==> src/rtl/mem_bus_ctrl.sv <==
// mem_bus_ctrl: memory bus controller between the microprogrammed control
// unit/datapath and MAIN_MEMORY. Takes one read or write request at a time,
// drives the MAIN_MEMORY A/B/RD/WRMain lines and waits for ACK. Read data is
// held in a register, and a one-cycle done pulse lets the sequencer advance.
//
// Ports (DW = DATAWIDTH_BUS):
//   MEM_BUS_CTRL_CLOCK_50       in   1   clock, rising edge
//   MEM_BUS_CTRL_ResetInLow_In  in   1   synchronous active-low reset
//   MEM_BUS_CTRL_Req_In         in   1   access request (sampled in IDLE only)
//   MEM_BUS_CTRL_Write_In       in   1   1 = write, 0 = read
//   MEM_BUS_CTRL_Addr_InBus     in   DW  word address
//   MEM_BUS_CTRL_WrData_InBus   in   DW  write data
//   MEM_BUS_CTRL_Busy_Out       out  1   high in ACCESS and DONE
//   MEM_BUS_CTRL_Done_Out       out  1   one-cycle completion pulse
//   MEM_BUS_CTRL_Error_Out      out  1   one-cycle timeout pulse (with Done)
//   MEM_BUS_CTRL_RdData_OutBus  out  DW  last read data
//   MEM_BUS_CTRL_MemA_OutBus    out  DW  MAIN_MEMORY A (address)
//   MEM_BUS_CTRL_MemB_OutBus    out  DW  MAIN_MEMORY B (write data)
//   MEM_BUS_CTRL_MemRD_Out      out  1   MAIN_MEMORY RD
//   MEM_BUS_CTRL_MemWR_Out      out  1   MAIN_MEMORY WRMain
//   MEM_BUS_CTRL_MemACK_In      in   1   MAIN_MEMORY ACK
//   MEM_BUS_CTRL_MemData_InBus  in   DW  MAIN_MEMORY read data
//
// Build option: define MEM_BUS_CTRL_TIMEOUT_EN to abort an access after
// TIMEOUT_CYCLES ACCESS cycles without ACK. Without it ACCESS waits forever
// and Error_Out is tied low.
//
// state  | meaning
// -------+---------------------------------------------------------------
// IDLE   | waiting for Req_In; memory strobes low, bus values held
// ACCESS | RD or WR asserted from latched request, waiting for ACK
// DONE   | one-cycle completion (Done_Out, optionally Error_Out)

module mem_bus_ctrl #(
  parameter int DATAWIDTH_BUS  = 32,
  parameter int TIMEOUT_CYCLES = 16,
  parameter int TOUT_W         = 5
) (
  input  logic                     MEM_BUS_CTRL_CLOCK_50,
  input  logic                     MEM_BUS_CTRL_ResetInLow_In,
  input  logic                     MEM_BUS_CTRL_Req_In,
  input  logic                     MEM_BUS_CTRL_Write_In,
  input  logic [DATAWIDTH_BUS-1:0] MEM_BUS_CTRL_Addr_InBus,
  input  logic [DATAWIDTH_BUS-1:0] MEM_BUS_CTRL_WrData_InBus,
  output logic                     MEM_BUS_CTRL_Busy_Out,
  output logic                     MEM_BUS_CTRL_Done_Out,
  output logic                     MEM_BUS_CTRL_Error_Out,
  output logic [DATAWIDTH_BUS-1:0] MEM_BUS_CTRL_RdData_OutBus,
  output logic [DATAWIDTH_BUS-1:0] MEM_BUS_CTRL_MemA_OutBus,
  output logic [DATAWIDTH_BUS-1:0] MEM_BUS_CTRL_MemB_OutBus,
  output logic                     MEM_BUS_CTRL_MemRD_Out,
  output logic                     MEM_BUS_CTRL_MemWR_Out,
  input  logic                     MEM_BUS_CTRL_MemACK_In,
  input  logic [DATAWIDTH_BUS-1:0] MEM_BUS_CTRL_MemData_InBus
);

  localparam logic [1:0] ST_IDLE   = 2'd0;
  localparam logic [1:0] ST_ACCESS = 2'd1;
  localparam logic [1:0] ST_DONE   = 2'd2;

  // Elaboration-time guard on the timeout parameters.
  if (TIMEOUT_CYCLES < 1 || (2 ** TOUT_W) <= TIMEOUT_CYCLES) begin : g_bad_cfg
    $error("mem_bus_ctrl: TIMEOUT_CYCLES must be >= 1 and < 2**TOUT_W");
  end

  logic [1:0]               state_q;
  logic                     wr_q;
  logic                     busy_q;
  logic                     done_q;
  logic                     mem_rd_q;
  logic                     mem_wr_q;
  logic [DATAWIDTH_BUS-1:0] mem_a_q;
  logic [DATAWIDTH_BUS-1:0] mem_b_q;
  logic [DATAWIDTH_BUS-1:0] rd_data_q;

`ifdef MEM_BUS_CTRL_TIMEOUT_EN
  // Counter value seen on the last ACK-less ACCESS cycle before abort.
  localparam logic [TOUT_W-1:0] TOUT_LAST = TOUT_W'(TIMEOUT_CYCLES - 1);
  logic              error_q;
  logic [TOUT_W-1:0] tout_cnt_q;
  assign MEM_BUS_CTRL_Error_Out = error_q;
`else
  assign MEM_BUS_CTRL_Error_Out = 1'b0;
`endif

  always_ff @(posedge MEM_BUS_CTRL_CLOCK_50) begin
    if (!MEM_BUS_CTRL_ResetInLow_In) begin
      state_q   <= ST_IDLE;
      wr_q      <= 1'b0;
      busy_q    <= 1'b0;
      done_q    <= 1'b0;
      mem_rd_q  <= 1'b0;
      mem_wr_q  <= 1'b0;
      mem_a_q   <= '0;
      mem_b_q   <= '0;
      rd_data_q <= '0;
`ifdef MEM_BUS_CTRL_TIMEOUT_EN
      error_q    <= 1'b0;
      tout_cnt_q <= '0;
`endif
    end else begin
      done_q <= 1'b0;
`ifdef MEM_BUS_CTRL_TIMEOUT_EN
      error_q <= 1'b0;
`endif
      case (state_q)
        ST_IDLE: begin
          if (MEM_BUS_CTRL_Req_In) begin
            state_q  <= ST_ACCESS;
            wr_q     <= MEM_BUS_CTRL_Write_In;
            mem_a_q  <= MEM_BUS_CTRL_Addr_InBus;
            mem_b_q  <= MEM_BUS_CTRL_WrData_InBus;
            mem_rd_q <= ~MEM_BUS_CTRL_Write_In;
            mem_wr_q <= MEM_BUS_CTRL_Write_In;
            busy_q   <= 1'b1;
`ifdef MEM_BUS_CTRL_TIMEOUT_EN
            tout_cnt_q <= '0;
`endif
          end
        end
        ST_ACCESS: begin
          // ACK takes priority over a timeout expiring on the same edge.
          if (MEM_BUS_CTRL_MemACK_In) begin
            if (!wr_q) rd_data_q <= MEM_BUS_CTRL_MemData_InBus;
            state_q  <= ST_DONE;
            mem_rd_q <= 1'b0;
            mem_wr_q <= 1'b0;
            done_q   <= 1'b1;
          end
`ifdef MEM_BUS_CTRL_TIMEOUT_EN
          else if (tout_cnt_q == TOUT_LAST) begin
            state_q  <= ST_DONE;
            mem_rd_q <= 1'b0;
            mem_wr_q <= 1'b0;
            done_q   <= 1'b1;
            error_q  <= 1'b1;
          end else begin
            tout_cnt_q <= tout_cnt_q + 1'b1;
          end
`endif
        end
        ST_DONE: begin
          state_q <= ST_IDLE;
          busy_q  <= 1'b0;
        end
        default: begin
          state_q  <= ST_IDLE;
          busy_q   <= 1'b0;
          mem_rd_q <= 1'b0;
          mem_wr_q <= 1'b0;
        end
      endcase
    end
  end

  assign MEM_BUS_CTRL_Busy_Out      = busy_q;
  assign MEM_BUS_CTRL_Done_Out      = done_q;
  assign MEM_BUS_CTRL_RdData_OutBus = rd_data_q;
  assign MEM_BUS_CTRL_MemA_OutBus   = mem_a_q;
  assign MEM_BUS_CTRL_MemB_OutBus   = mem_b_q;
  assign MEM_BUS_CTRL_MemRD_Out     = mem_rd_q;
  assign MEM_BUS_CTRL_MemWR_Out     = mem_wr_q;

endmodule
==> config.mk <==
export PLATFORM = sky130hd
export DESIGN_NAME = mem_bus_ctrl
export DESIGN_NICKNAME = d
export VERILOG_FILES = /design/src/rtl/mem_bus_ctrl.sv
export SDC_FILE = /design/constraint.sdc
export NUM_CORES = 1
export LEC_CHECK = 0
export CORE_MARGIN = 4
export CORE_UTILIZATION = 43
export DETAILED_ROUTE_END_ITERATION = 16
export GPL_ROUTABILITY_DRIVEN = 0
export HOLD_SLACK_MARGIN = 0.06
export PLACE_DENSITY = 0.84
export SYNTH_ARGS = -nofsm -noshare
export SYNTH_HDL_FRONTEND = slang
export SYNTH_SLANG_ARGS = --single-unit
==> constraint.sdc <==
create_clock -name MEM_BUS_CTRL_CLOCK_50 -period 3.53 [get_ports MEM_BUS_CTRL_CLOCK_50]
set_clock_uncertainty 0.15 [all_clocks]
set_input_delay 0.5295 -clock MEM_BUS_CTRL_CLOCK_50 [delete_from_list [all_inputs] [get_ports MEM_BUS_CTRL_CLOCK_50]]
set_output_delay 0.5295 -clock MEM_BUS_CTRL_CLOCK_50 [all_outputs]
set_load 0.01 [all_outputs]
==> reports/metrics.csv, run 1 <==
stage;metric;value;unit
synthesis;synth_seq_cells;103;
synthesis;synth_edf_count;0;
sta;setup_viol;0;
clock_network;cts_hold_buffers;0;
synthesis;yosysWarnings;0;
worst_setup_path;endpoint_kind;register;
clock_network;cts_setup_buffers;0;
worst_hold_path;hold_path_class;reg -> reg;
grt;grt.total_usage;0.1937;
sta;timing.final.crit_share;0.5850;
sta;rsz0062_at_grt;false;
clock_network;numCtsBuffers;9;
grt;grt_pass1_wl;16.30;mm
power_and_ir_drop;leakage;2.178;nW
floorplanning;die_y;103.1;µm
synthesis;synthArstFlopShare;0;
synthesis;synthCells;451;
synthesis;synth_top_cell_by_area;dfxtp_1;
clock_network;cts_resized;0;
clock_network;clock_sinks;103;
clock_network;clkLatencyLatePin;0.34;ns
power_and_ir_drop;vdd_drop_max;0.2324;mV
synthesis;syn-num-nets;552;
cells_and_area;drive_gt1_frac;0.03768;
status;status;finished clean;
floorplanning;die_w;103.1;µm
worst_setup_path;critPathArrivalTime;2.16;ns
cells_and_area;syn_to_final_growth;55.76;%
job;maxCapViolations;0;
placed_design;placed_cell_area;5852;µm²
placed_design;hpwl;7.887;mm
cells_and_area;n_antenna_cell;0;
synthesis;yosysUniqueCellTypes;21;
sta;slew_headroom;0.4763;
clock_network;cts_tree;built;
synthesis;yosys.area.top_type_share;0.5299;
drt;wl;10.90;mm
synthesis;synth_area;3891;µm²
power_and_ir_drop;p_per_area;403.3;nW/µm²
floorplanning;die_area;10640;µm²
grt;grt_overflow;0;
clock_network;cts.clk_slew.worst_paths;0.09;ns
sta;period_minus_slack;2.065;ns
worst_setup_path;cp.required;3.63;ns
cells_and_area;nFillCells;701;
worst_setup_path;path_max_fanout;66;
worst_setup_path;critPathKind;in -> reg;
synthesis;yosysSeqAreaShare;0.5299;
drt;dr.pass1.iters;4;
worst_setup_path;startpoint_type;input port;
drt;drt_iter0_drc;116;
floorplanning;io-pin-count;202;
cells_and_area;fin_nets;733;
clock_network;clock_path_buffers;2;
floorplanning;rows;34;
sta;tightestPinTransition;0.7855;ns
power_and_ir_drop;finalPower;2.444;mW
sta;hold_viol;0;
placed_design;place_inst;729;
sta;max_freq;484.3;MHz
drt;viasPerCell;4.774;
clock_network;htree_levels;3;
grt;antenna_found_initial;0;
drt;route.detailed.drc;0;
sta;finalSetupTns;0;ns
clock_network;ctsRootBufferMaster;clkbuf_8;
placed_design;io_buffers;200;
floorplanning;initial_core_util;0.4440;
synthesis;synth_ff_type;dfxtp_1;
drt;ant_nets;0;
synthesis;synth_area_leaders;dfxtp_1, nand2_1, a21boi_0;
cells_and_area;final_cells;745;
drt;vias;3557;
drt;wl_per_cell;14.62;µm
sta;slew_viol_final;0;
cells_and_area;fin_area;6061;µm²
synthesis;avgSynthCellArea;8.628;µm²
floorplanning;core_area;8763;µm²
grt;grt_max_degree;67;
grt;grt_pass1_vias;3429;
-- cell usage after synthesis (2+ instances only) --
| library cell | count |
|---|---|
| buf_6 | 5 |
| dfxtp_1 | 103 |
| nor2_1 | 2 |
| nand2_1 | 193 |
| nand2b_1 | 4 |
| a21boi_1 | 9 |
| a21boi_0 | 88 |
| o31a_1 | 2 |
| and2_1 | 2 |
| clkbuf_1 | 14 |
| nor3b_1 | 5 |
| buf_4 | 10 |
| buf_2 | 6 |
-- metal layers --
metal / up-vias / global-route usage / part of all wire
met4: 0 / 0.07072 / 0.017
met2: 132 / 0.3325 / 0.48
li1: 1804 / - / -
met5: - / 0 / 0
met1: 1607 / 0.2348 / 0.41
met3: 14 / 0.04804 / 0.085
-- critical path, stage by stage --
cell and delay [ns]:
clkdlybuf4s50_1 0.50, or3b_4 0.68, and2_1 0.29, o21a_1 0.16
-- layout by cell type, fill, tap and decap left out --
master	count
nand2b_1	4
nor3b_1	4
o31a_1	2
conb_1	1
buf_4	5
nor2_1	2
nor2b_1	1
bufinv_16	1
nand2_1	193
clkbuf_8	11
clkinvlp_4	2
a21boi_1	9
a21oi_1	1
buf_2	1
nor3_1	1
o21a_1	1
dfxtp_1	103
nor3b_2	1
clkdlybuf4s50_1	199
and4bb_2	1
a21boi_0	88
clkbuf_1	1
or3b_4	1
clkinv_4	1
and2_1	2
nand4bb_1	1
-- sequential cells by signal (all words and copies together), names as in the netlist --
name and flops:
MEM_BUS_CTRL_Done_Out 1, MEM_BUS_CTRL_RdData_OutBus 32, MEM_BUS_CTRL_MemWR_Out 1, MEM_BUS_CTRL_MemA_OutBus 32, MEM_BUS_CTRL_MemB_OutBus 32, wr_q 1
state_q 2, MEM_BUS_CTRL_Busy_Out 1, MEM_BUS_CTRL_MemRD_Out 1
-- worst paths after layout --
path / startpoint / end / slack [ns] / cells after the start
hold reg to reg: MEM_BUS_CTRL_RdData_OutBus[4] / MEM_BUS_CTRL_RdData_OutBus[4] / 0.31 / 2
setup / recovery: MEM_BUS_CTRL_Req_In / wr_q / 1.47 / 4
hold / removal: MEM_BUS_CTRL_RdData_OutBus[4] / MEM_BUS_CTRL_RdData_OutBus[4] / 0.31 / 2
setup reg to reg: state_q[1] / wr_q / 1.69 / 3
-- cell type report --
cell class	instances	area, µm²	share of cell area
Clock inverter	4	53.80	0.008877
Tap cell	108	135.1	0.02230
Timing Repair Buffer	205	2034	0.3357
Sequential cell	103	2062	0.3402
Clock buffer	12	155.1	0.02560
Multi-Input combinational cell	313	1620	0.2673
-- where the power goes --
part | total, mW | internal (mW) | leakage (nW) | switching [mW]
logic | 0.430 | 0.252 | 1.24 | 0.177
registers | 1.26 | 1.23 | 0.843 | 0.0347
clock network | 0.755 | 0.369 | 0.0988 | 0.386
total | 2.44 | 1.85 | 2.18 | 0.598
-- cell families (layout without fill, tap and decap cells) --
| family | count (synthesis) | after routing | share of synthesized area |
|---|---|---|---|
| and+or+nand+nor | 211 | 211 | 0.2193 |
| DFF | 103 | 103 | 0.5299 |
| other | 1 | 1 | 0.0009637 |
| AOI/OAI and AO/OA | 101 | 101 | 0.1949 |
| buffers and inverters | 35 | 221 | 0.05498 |
-- per-stage QoR --
| step | hold slack [ns] | util | setup WS (ns) |
|---|---|---|---|
| finish | 0.3073 | 0.6916 | 1.465 |
| global route | 0.3315 | 0.6916 | 1.388 |
| CTS | 0.3068 | 0.6916 | 1.462 |
| detailed placement | 0.2953 | 0.6678 | 1.094 |
| global placement | 0.2898 | 0.6678 | 1.112 |
| floorplan | 0.3292 | - | 1.932 |
Note: power is estimated with default switching activity, not from simulation.
==> run 2: changes to the inputs <==
--- a/config.mk
+++ b/config.mk
@@ -6,11 +6,11 @@
 export NUM_CORES = 1
 export LEC_CHECK = 0
 export CORE_MARGIN = 4
-export CORE_UTILIZATION = 43
+export CORE_UTILIZATION = 39
 export DETAILED_ROUTE_END_ITERATION = 16
 export GPL_ROUTABILITY_DRIVEN = 0
 export HOLD_SLACK_MARGIN = 0.06
-export PLACE_DENSITY = 0.84
+export PLACE_DENSITY = 0.77
 export SYNTH_ARGS = -nofsm -noshare
 export SYNTH_HDL_FRONTEND = slang
 export SYNTH_SLANG_ARGS = --single-unit
==> constraint.sdc (replaced) <==
create_clock -name MEM_BUS_CTRL_CLOCK_50 -period 2.1 [get_ports MEM_BUS_CTRL_CLOCK_50]
set_clock_uncertainty 0.15 [all_clocks]
set_input_delay 0.315 -clock MEM_BUS_CTRL_CLOCK_50 [delete_from_list [all_inputs] [get_ports MEM_BUS_CTRL_CLOCK_50]]
set_output_delay 0.315 -clock MEM_BUS_CTRL_CLOCK_50 [all_outputs]
set_load 0.01 [all_outputs]
==> reports/metrics.csv, run 2 (synthesis gave the netlist of run 1 again) <==
stage;metric;value;unit;change
sta;worst_slack;0.3650;ns;-1.100 ns
clock_network;cts_setup_buffers;0;;unchanged
cells_and_area;drive_gt1_frac;0.04069;;+0.003012
power_and_ir_drop;power.internal;3.058;mW;+66%
clock_network;htree_levels;3;;unchanged
clock_network;clock_path_buffers;2;;unchanged
worst_setup_path;startpoint_type;register;;
grt;grt_overflow;0;;unchanged
drt;ant_nets;0;;unchanged
power_and_ir_drop;p_per_area;658.8;nW/µm²;+63%
worst_setup_path;regToRegStartpoint;state_q[1];;
drt;drt_iter0_drc;150;;+29%
cells_and_area;final_cells;772;;+3.6%
sta;hold_viol;0;;unchanged
grt;antenna_found_initial;0;;unchanged
cells_and_area;fin_nets;736;;+0.41%
sta;max_freq;576.4;MHz;
grt;grt.total_usage;0.1835;;-0.01026
power_and_ir_drop;p_clk_frac;0.294;;-0.015
drt;viasPerCell;4.676;;-2.1%
cells_and_area;syn_to_final_growth;58.49;%;
power_and_ir_drop;finalPower;4.063;mW;+66%
clock_network;clock_sinks;103;;unchanged
cells_and_area;mostFrequentLayoutCells;clkdlybuf4s50_1, nand2_1, dfxtp_1, a21boi_0;;
placed_design;place_ws;0.1343;ns;-0.9594 ns
worst_setup_path;cpMaxStageDelayCell;clkdlybuf4s50_1;;
worst_setup_path;endpoint_kind;output pin;;
sta;finalSetupTns;0;ns;unchanged
floorplanning;rows;36;;+5.9%
cells_and_area;layout.cells.most_common;clkdlybuf4s50_1;;
power_and_ir_drop;leakage;2.210;nW;+1.5%
power_and_ir_drop;p_sw;1.005;mW;+68%
drt;vias;3610;;+1.5%
worst_hold_path;hold_path_depth;2;;unchanged
drt;wl;10.77;mm;-1.1%
worst_setup_path;path_buf_inv;1;;unchanged
worst_setup_path;critPathKind;reg -> out;;
worst_setup_path;crit_path_cell_trace;clkdlybuf4s50_1;;
grt;grt_max_degree;102;;+52%
sta;period_minus_slack;1.735;ns;
clock_network;cts_resized;0;;unchanged
cells_and_area;fin_area;6167;µm²;+1.8%
clock_network;clkLatencyLatePin;0.34;ns;about the same
floorplanning;die_area;11640;µm²;+9.4%
placed_design;io_buffers;200;;unchanged
worst_setup_path;worstRegToRegCells;4;;+1
drt;route.detailed.drc;0;;unchanged
clock_network;cts_hold_buffers;0;;unchanged
worst_setup_path;r2r_slack;0.52;ns;-1.17 ns
sta;slew_viol_final;0;;unchanged
power_and_ir_drop;seqPwrFrac;0.521;;+0.006
grt;grt_pass1_vias;3651;;+6.5%
floorplanning;die_w;107.9;µm;+4.6%
power_and_ir_drop;swShare;0.2474;;+0.002675
floorplanning;die_y;107.9;µm;+4.6%
worst_setup_path;r2r-end;MEM_BUS_CTRL_MemWR_Out;;
worst_setup_path;cp_top_family;buffers and inverters;;
job;maxCapViolations;0;;unchanged
power_and_ir_drop;vdd_drop_max;0.3923;mV;+69%
clock_network;cts.clk_slew.worst_paths;0.10;ns;about the same
worst_setup_path;worst_path_largest_cell_delay;0.58;ns;-0.10 ns
power_and_ir_drop;p_comb_frac;0.184;;+0.008
clock_network;cts_tree;built;;
worst_hold_path;hold_path_class;reg -> reg;;
worst_hold_path;hold_end;MEM_BUS_CTRL_RdData_OutBus[3];;
sta;setup_viol;0;;unchanged
placed_design;hpwl;7.888;mm;about the same
grt;grt_pass1_wl;17.24;mm;+5.7%
clock_network;ctsRootBufferMaster;clkbuf_8;;
sta;rsz0062_at_grt;false;;
floorplanning;initial_core_util;0.3999;;-0.04408
worst_setup_path;critPathArrivalTime;1.27;ns;-0.89 ns
floorplanning;core_area;9729;µm²;+11%
worst_setup_path;cp.required;1.63;ns;-2.00 ns
drt;dr.pass1.iters;4;;unchanged
worst_setup_path;cp.depth;1;;-3
placed_design;placed_cell_area;5981;µm²;+2.2%
clock_network;numCtsBuffers;9;;unchanged
cells_and_area;final_util;0.6339;;-0.05773
worst_hold_path;hold_path.startpoint;MEM_BUS_CTRL_RdData_OutBus[3];;
worst_setup_path;path_max_fanout;2;;-97%
floorplanning;io-pin-count;202;;unchanged
sta;timing.final.crit_share;0.8262;;
placed_design;place_inst;757;;+3.8%
sta;hold_slack;0.3103;ns;+0.003001 ns
cells_and_area;n_antenna_cell;0;;unchanged
drt;wl_per_cell;13.95;µm;-4.6%
status;status;finished clean;;
[run 2: worst max path at each step]
stage	from	end	slack (ns)
global route	MEM_BUS_CTRL_MemA_OutBus[29]	MEM_BUS_CTRL_MemA_OutBus[29]	0.31
floorplan	state_q[1]	wr_q	0.60
global placement	MEM_BUS_CTRL_Req_In	MEM_BUS_CTRL_MemB_OutBus[0]	0.21
CTS	MEM_BUS_CTRL_MemB_OutBus[1]	MEM_BUS_CTRL_MemB_OutBus[1]	0.34
finish	MEM_BUS_CTRL_MemB_OutBus[6]	MEM_BUS_CTRL_MemB_OutBus[6]	0.37
detailed placement	MEM_BUS_CTRL_Req_In	MEM_BUS_CTRL_MemA_OutBus[27]	0.13
[run 2: layout make-up]
class	instances	area, µm²
Clock buffer	10	127.6
Clock inverter	5	58.81
Fill cell	845	3562
Multi-Input combinational cell	313	1620
Sequential cell	103	2062
Tap cell	133	166.4
Timing Repair Buffer	208	2132
[run 2: power groups by stage]
stage          clock network, mW  registers [mW]  logic, mW
2_1_floorplan                  0            2.21      0.251
3_3_place_gp                   0            2.16      0.742
3_5_place_dp                   0            2.16      0.754
4_1_cts                     1.25            2.12      0.757
5_1_grt                     1.32            2.14      0.810
6_report                    1.20            2.12      0.748
[run 2: routing by layer]
metal | GRT usage | routed length [µm]
met1 | 0.2191 | 4478
met2 | 0.3122 | 5211
met3 | 0.04499 | 746
met4 | 0.07935 | 337
met5 | 0 | 0
[run 2: worst reg2reg max path: stages (launching register included)]
cell,delay [ns]
dfxtp_1,0.53
nor3b_2,0.13
buf_4,0.19
and2_1,0.18
o31a_1,0.29
